File: src/rtl/kernel_wrapper_example_stream_source_pkg.sv
// Shared types and helpers for the example stream source/checker pair.
// Holds the FSM encoding, lane/byte derivations and the tail keep mask.
package kernel_wrapper_example_stream_source_pkg;

  typedef enum logic [1:0] {
    ST_IDLE,
    ST_RUN,
    ST_DONE
  } state_e;

  // Widest keep mask the helper can build (2048-bit stream).
  localparam int unsigned C_MAX_BPB = 256;

  function automatic int unsigned lanes_of(
    input int unsigned data_w,
    input int unsigned lane_w
  );
    return data_w / lane_w;
  endfunction

  function automatic int unsigned bpb_of(input int unsigned data_w);
    return data_w / 8;
  endfunction

  // Low rem bits set; all ones when rem is zero (full final beat).
  // Callers truncate to their own keep width.
  function automatic logic [C_MAX_BPB-1:0] keep_mask(
    input logic [31:0] rem
  );
    logic [C_MAX_BPB-1:0] m;
    m = '1;
    if (rem != 32'd0 && rem < 32'(C_MAX_BPB))
      m = m >> (32'(C_MAX_BPB) - rem);
    return m;
  endfunction

endpackage

File: src/rtl/kernel_wrapper_example_stream_source_if.sv
// AXI4-Stream bundle between the pattern source and its consumer.
// master drives valid/data/keep/last; slave drives ready.
interface kernel_wrapper_example_stream_source_if #(
  parameter int unsigned C_AXIS_TDATA_WIDTH = 512
);
  logic                            tvalid;
  logic                            tready;
  logic [C_AXIS_TDATA_WIDTH-1:0]   tdata;
  logic [C_AXIS_TDATA_WIDTH/8-1:0] tkeep;
  logic                            tlast;

  modport master (
    output tvalid, tdata, tkeep, tlast,
    input  tready
  );

  modport slave (
    input  tvalid, tdata, tkeep, tlast,
    output tready
  );
endinterface

File: src/rtl/kernel_wrapper_example_pattern_lanes.sv
// Per-lane counting pattern register: load seed+k, advance by LANES.
// Ports: clk/rst, load+seed start a message, adv steps every lane.
module kernel_wrapper_example_pattern_lanes
  import kernel_wrapper_example_stream_source_pkg::*;
#(
  parameter int unsigned C_AXIS_TDATA_WIDTH = 512,
  parameter int unsigned C_ADDER_BIT_WIDTH  = 32
) (
  input  logic                          clk,
  input  logic                          rst,
  input  logic                          load,
  input  logic                          adv,
  input  logic [C_ADDER_BIT_WIDTH-1:0]  seed,
  output logic [C_AXIS_TDATA_WIDTH-1:0] data
);

  localparam int unsigned LANES =
    lanes_of(C_AXIS_TDATA_WIDTH, C_ADDER_BIT_WIDTH);
  localparam int unsigned AW = C_ADDER_BIT_WIDTH;

  always_ff @(posedge clk) begin
    if (rst) begin
      data <= '0;
    end else if (load) begin
      for (int k = 0; k < LANES; k++)
        data[k*AW +: AW] <= seed + AW'(k);
    end else if (adv) begin
      for (int k = 0; k < LANES; k++)
        data[k*AW +: AW] <= data[k*AW +: AW] + AW'(LANES);
    end
  end

endmodule

File: src/rtl/kernel_wrapper_example_stream_source.sv
// AXIS counting-pattern source feeding the pipelined adder kernel.
// Ports: clk/reset, ctrl start/len/seed/busy/done, m_axis master.
module kernel_wrapper_example_stream_source
  import kernel_wrapper_example_stream_source_pkg::*;
#(
  parameter int unsigned C_AXIS_TDATA_WIDTH = 512,
  parameter int unsigned C_ADDER_BIT_WIDTH  = 32,
  parameter int unsigned C_LENGTH_WIDTH     = 32
) (
  input  logic                         m_axis_aclk,
  input  logic                         m_axis_areset,
  input  logic                         ctrl_start,
  input  logic [C_LENGTH_WIDTH-1:0]    ctrl_length_bytes,
  input  logic [C_ADDER_BIT_WIDTH-1:0] ctrl_seed,
  output logic                         ctrl_busy,
  output logic                         ctrl_done,
  kernel_wrapper_example_stream_source_if.master m_axis
);

  localparam int unsigned BPB = bpb_of(C_AXIS_TDATA_WIDTH);
  localparam int unsigned LW  = C_LENGTH_WIDTH;
  localparam logic [LW-1:0] BPB_L = LW'(BPB);

  state_e          state;
  logic [LW-1:0]   beats_left;
  logic [LW-1:0]   rem;
  logic            tvalid;
  logic            tlast;
  logic [BPB-1:0]  tkeep;

  logic [LW-1:0]   len_rem;
  logic [LW-1:0]   len_beats;
  logic [BPB-1:0]  keep_new;
  logic [BPB-1:0]  keep_cur;
  logic            fire;
  logic            last_fire;
  logic            load;

  // Division by a constant; avoids the len+BPB-1 overflow at max len.
  assign len_rem   = ctrl_length_bytes % BPB_L;
  assign len_beats = ctrl_length_bytes / BPB_L
                   + LW'(len_rem != '0);

  assign keep_new = BPB'(keep_mask(32'(len_rem)));
  assign keep_cur = BPB'(keep_mask(32'(rem)));

  assign fire      = (state == ST_RUN) && tvalid && m_axis.tready;
  assign last_fire = fire && (beats_left == LW'(1));
  assign load      = (state == ST_IDLE) && ctrl_start
                   && (ctrl_length_bytes != '0);

  kernel_wrapper_example_pattern_lanes #(
    .C_AXIS_TDATA_WIDTH (C_AXIS_TDATA_WIDTH),
    .C_ADDER_BIT_WIDTH  (C_ADDER_BIT_WIDTH)
  ) u_lanes (
    .clk  (m_axis_aclk),
    .rst  (m_axis_areset),
    .load (load),
    .adv  (fire && !last_fire),
    .seed (ctrl_seed),
    .data (m_axis.tdata)
  );

  always_ff @(posedge m_axis_aclk) begin
    if (m_axis_areset) begin
      state      <= ST_IDLE;
      beats_left <= '0;
      rem        <= '0;
      tvalid     <= 1'b0;
      tlast      <= 1'b0;
      tkeep      <= '0;
      ctrl_busy  <= 1'b0;
      ctrl_done  <= 1'b0;
    end else begin
      unique case (state)
        ST_IDLE: begin
          ctrl_done <= 1'b0;
          if (ctrl_start) begin
            ctrl_busy <= 1'b1;
            if (ctrl_length_bytes == '0) begin
              state     <= ST_DONE;
              ctrl_done <= 1'b1;
            end else begin
              state      <= ST_RUN;
              beats_left <= len_beats;
              rem        <= len_rem;
              tvalid     <= 1'b1;
              tlast      <= (len_beats == LW'(1));
              tkeep      <= (len_beats == LW'(1))
                          ? keep_new : '1;
            end
          end
        end
        ST_RUN: begin
          if (last_fire) begin
            state     <= ST_DONE;
            tvalid    <= 1'b0;
            tlast     <= 1'b0;
            tkeep     <= '0;
            ctrl_done <= 1'b1;
          end else if (fire) begin
            beats_left <= beats_left - LW'(1);
            tlast      <= (beats_left == LW'(2));
            tkeep      <= (beats_left == LW'(2))
                        ? keep_cur : '1;
          end
        end
        ST_DONE: begin
          state     <= ST_IDLE;
          ctrl_done <= 1'b0;
          ctrl_busy <= 1'b0;
        end
        default: state <= ST_IDLE;
      endcase
    end
  end

  assign m_axis.tvalid = tvalid;
  assign m_axis.tlast  = tlast;
  assign m_axis.tkeep  = tkeep;

endmodule

File: src/flat_wrapper.sv
// flat-port wrapper written by rule: the top's interface ports become plain ports
module kernel_wrapper_example_stream_source_flat import kernel_wrapper_example_stream_source_pkg::*;
#(
  parameter int unsigned C_AXIS_TDATA_WIDTH = 512,
  parameter int unsigned C_ADDER_BIT_WIDTH  = 32,
  parameter int unsigned C_LENGTH_WIDTH     = 32
)
  (m_axis_aclk, m_axis_areset, ctrl_start, ctrl_length_bytes, ctrl_seed, ctrl_busy, ctrl_done, m_axis_tvalid, m_axis_tdata, m_axis_tkeep, m_axis_tlast, m_axis_tready);
  kernel_wrapper_example_stream_source_if #(.C_AXIS_TDATA_WIDTH(C_AXIS_TDATA_WIDTH)) m_axis_i ();
  input  logic m_axis_aclk;
  input  logic m_axis_areset;
  input  logic ctrl_start;
  input  logic [C_LENGTH_WIDTH-1:0] ctrl_length_bytes;
  input  logic [C_ADDER_BIT_WIDTH-1:0] ctrl_seed;
  output logic ctrl_busy;
  output logic ctrl_done;
  output wire logic [$bits(m_axis_i.tvalid)-1:0] m_axis_tvalid;
  output wire logic [$bits(m_axis_i.tdata)-1:0] m_axis_tdata;
  output wire logic [$bits(m_axis_i.tkeep)-1:0] m_axis_tkeep;
  output wire logic [$bits(m_axis_i.tlast)-1:0] m_axis_tlast;
  input wire logic [$bits(m_axis_i.tready)-1:0] m_axis_tready;
  assign m_axis_tvalid = m_axis_i.tvalid;
  assign m_axis_tdata = m_axis_i.tdata;
  assign m_axis_tkeep = m_axis_i.tkeep;
  assign m_axis_tlast = m_axis_i.tlast;
  assign m_axis_i.tready = m_axis_tready;
  kernel_wrapper_example_stream_source #(.C_AXIS_TDATA_WIDTH(C_AXIS_TDATA_WIDTH), .C_ADDER_BIT_WIDTH(C_ADDER_BIT_WIDTH), .C_LENGTH_WIDTH(C_LENGTH_WIDTH)) u_core (.m_axis_aclk(m_axis_aclk), .m_axis_areset(m_axis_areset), .ctrl_start(ctrl_start), .ctrl_length_bytes(ctrl_length_bytes), .ctrl_seed(ctrl_seed), .ctrl_busy(ctrl_busy), .ctrl_done(ctrl_done), .m_axis(m_axis_i));
endmodule
File: config.mk
export PLATFORM = sky130hd
export DESIGN_NAME = kernel_wrapper_example_stream_source_flat
export DESIGN_NICKNAME = d
export VERILOG_FILES = /design/src/rtl/kernel_wrapper_example_stream_source_pkg.sv /design/src/rtl/kernel_wrapper_example_stream_source_if.sv /design/src/rtl/kernel_wrapper_example_pattern_lanes.sv /design/src/rtl/kernel_wrapper_example_stream_source.sv /design/src/flat_wrapper.sv
export SDC_FILE = /design/constraint.sdc
export NUM_CORES = 2
export LEC_CHECK = 0
export BUFFER_PORTS_ARGS = -buffer_cell sky130_fd_sc_hd__buf_2
export CORE_ASPECT_RATIO = 0.6
export CORE_MARGIN = 10
export CORE_UTILIZATION = 32
export DETAILED_ROUTE_END_ITERATION = 10
export HOLD_SLACK_MARGIN = 0.02
export PLACE_DENSITY = 0.49
export SYNTH_ARGS = -nofsm -noshare
export SYNTH_HDL_FRONTEND = slang
export SYNTH_HIERARCHICAL = 1
export SYNTH_SLANG_ARGS = --single-unit
File: constraint.sdc
create_clock -name m_axis_aclk -period 9.1 [get_ports m_axis_aclk]
set_input_delay 0.455 -clock m_axis_aclk [delete_from_list [all_inputs] [get_ports m_axis_aclk]]
set_output_delay 0.455 -clock m_axis_aclk [all_outputs]
set_load 0.05 [all_outputs]
==> metrics.cfg <==
[yosys]
ys_async_sr_fraction = 0
syn_inst = 4962
synth_nets = 5077
synth_edf_count = 0
synth_seq_cells = 586
synth-main-ff-cell = dfxtp_1
ys_warn_count = 6
syn_area_per_cell_um2 = 7.81
ys_seq_area_frac = 0.303
netlist_area_mm2 = 0.0388
synth_cell_type_count = 84

[detailed_routing]
routed_wl_um = 219000
drc = 0
dr.pass1.iters = 9
dr_total_vias = 42900
routed_via_density = 6.10
post_drt_wl_per_cell_um = 31.1
antenna_left = 0
drt-initial-drc-count = 6061

[global_route]
antenna_found_initial = 10
grt_overflow = 0
grt_pass1_vias = 38800
track_usage = 0.300
grt_pass1_wl_um = 302000
grt_max_degree = 167

[clock_tree]
holdBufCountCts = 0
htree_levels = 3
cts_root_buffer = clkbuf_16
cts_resized = 0
numCtsBuffers = 69
cts_setup_buffers = 0
path_clk_slew_ns = 0.06
cts_buffer_depth = 3
insertion_delay_ns = 0.70
cts_sinks = 586
cts_tree = yes

[timing]
tns_ns = 0
post-route-period-util = 0.525
fmax_mhz = 209
rsz0062_at_grt = no
finalHoldViolations = 0
min_period_ns = 4.78
drv_slew = 0
relSlewSlack = 0.00193
clock_skew_ns = 0.0263
setup_violations = 0
worstMarginPinSlew_ns = 1.50

[setup_path]
critPathBufInv = 2
arrival_ns = 5.27
r2r_cells = 10
cp_common_cell = ha_1
crit_type = in -> reg
crit_family = simple AND/OR/NAND/NOR gates
critPathMaxFanout = 17
required_ns = 9.59
critical_path.endpoint_type = flip-flop
crit_cells = 13
start_kind = input port
crit_chain = buf_2 -> inv_1 -> ha_1 -> nand2_1 -> ha_1 -> ha_1 -> nand3_2 -> nor4_4 -> a31oi_1 -> nor4b_2 -> nand2_1 -> nor4_4 -> a31oi_1
cpPeakStageDelay_ns = 1.11
cp_slowest_cell = nor4_4

[run]
maxCapViolCount = 3

[finish]
nFillCells = 12800
drive_gt1_frac = 0.176
fin_nets = 5478
final_cells = 7027
finalInstanceArea_mm2 = 0.0456
synthToLayoutAreaGrowth_pct = 17.7
mostFrequentLayoutCells = 646 x buf_2, 586 x dfxtp_1, 530 x xnor2_1
fin_util = 0.381
layout_commonest_cell = buf_2

[run_status]
violations = max-capacitance violations
outcome = complete, but fails checks

[placement]
gp_congestion = 0.994
dp.cells = 6892
postPlaceCellArea_mm2 = 0.0432
numPortBuffers = 647
hpwlAfterDp_um = 156000

[min_path]
hold_class = in -> reg
hold_depth = 3

[floorplan]
core_area_mm2 = 0.120
pin_count = 648
dieArea_mm2 = 0.136
die_x_um = 469
start_util = 0.324
die_h_um = 290
num_rows = 98

[pwr]
p_leak_nw = 16.5
power.density_mw_per_mm2 = 218
ir_drop_mv = 0.129

==> worst paths after layout <==
kind                    startpoint                  endpoint  slack, ns
max reg2reg   u_core/beats_left[9]  u_core/u_lanes/data[398]       4.60
min           ctrl_length_bytes[5]             u_core/rem[5]       0.09
max           ctrl_length_bytes[0]   u_core/m_axis.tkeep[26]       4.32
min reg2reg  u_core/beats_left[16]     u_core/beats_left[16]       0.48
==> report_power, final <==
group	switching (mW)	leakage (nW)	internal, mW
registers	0.452	4.84	2.92
logic	2.68	10.4	0.839
clock network	1.33	1.17	1.76
==> synthesized netlist by cell type, types with 16 or more instances <==
cell type | instances | area share
a211oi_1 | 224 | 0.043
a21o_1 | 21 | 0.0041
a21oi_1 | 151 | 0.019
a221oi_1 | 21 | 0.0047
a31oi_1 | 62 | 0.010
and2_1 | 28 | 0.0045
and3_1 | 74 | 0.012
and4_1 | 73 | 0.016
buf_1 | 56 | 0.0054
buf_2 | 43 | 0.0056
buf_4 | 39 | 0.0076
clkbuf_1 | 285 | 0.028
dfxtp_1 | 586 | 0.30
ha_1 | 47 | 0.015
inv_1 | 81 | 0.0078
mux2i_1 | 67 | 0.017
nand2_1 | 378 | 0.037
nand3_1 | 233 | 0.030
nand4_1 | 222 | 0.036
nor2_1 | 476 | 0.046
nor2b_1 | 22 | 0.0035
nor3_1 | 218 | 0.028
nor4_1 | 120 | 0.019
nor4_2 | 25 | 0.0081
o211ai_1 | 18 | 0.0035
o21ai_0 | 157 | 0.020
o22ai_1 | 170 | 0.027
or3_1 | 40 | 0.0065
or4_1 | 16 | 0.0031
xnor2_1 | 532 | 0.12
xor2_1 | 261 | 0.059
==> worst reg2reg max path, cell delays in order, from the launching register on <==
cell and delay (ns):
dfxtp_1 0.35, nor4_1 0.67, nand4_1 0.68, nor3_1 0.82, a21oi_4 0.15, buf_12 0.30, and2_0 0.45, and3_1 0.38
and3_1 0.27, xnor2_1 0.12, a211oi_1 0.22
==> logic make-up (layout without fill, tap and decap cells) <==
| family | after synthesis | count (layout) | synth area share |
|---|---|---|---|
| compound gates | 961 | 961 | 0.164 |
| xor+xnor | 793 | 793 | 0.179 |
| fa+ha+maj | 47 | 47 | 0.0152 |
| buf+inv | 508 | 965 | 0.0547 |
| flops | 586 | 586 | 0.303 |
| mux | 69 | 69 | 0.0179 |
| other cells | 0 | 8 | 0 |
| simple gates | 1998 | 1998 | 0.267 |
==> per-layer routing <==
metal	GRT usage	vias to the layer above	wire length [um]
met4	0.143	15	12300
met5	0.00590	-	197
met2	0.405	2675	84500
li1	-	18700	-
met3	0.108	563	27400
met1	0.417	20900	94200
==> per-stage QoR <==
step | hold WS, ns | total power, mW | setup WS [ns]
finish | 0.0896 | 9.97 | 4.32
global route | 0.0877 | 10.3 | 4.00
CTS | 0.0519 | 9.95 | 4.48
detailed placement | 0.472 | 6.87 | 3.78
global placement | 0.466 | 6.86 | 3.88
floorplan | 0.450 | 5.70 | 5.39
==> cell type report <==
cell class                 count  area, um^2  area share
timing repair buffer         755        4110      0.0900
tap                         1600        2000      0.0439
sequential                   586       11700       0.257
inverter                      83         314     0.00688
antenna                        8        20.0    0.000439
multi-input combinational   3868       25100       0.549
clock buffer                 103        2030      0.0444
clock inverter                24         369     0.00809
==> flip-flops by register name, summed over array words and instances, names as in the netlist <==
signal and flops:
u_core/m_axis.tlast 1, u_core/state 2, u_core/beats_left 32, u_core/rem 6, u_core/m_axis.tvalid 1, u_core/ctrl_busy 1, u_core/m_axis.tkeep 64, u_core/u_lanes/data 478
u_core/ctrl_done 1
Note: power is estimated with default switching activity, not from simulation.
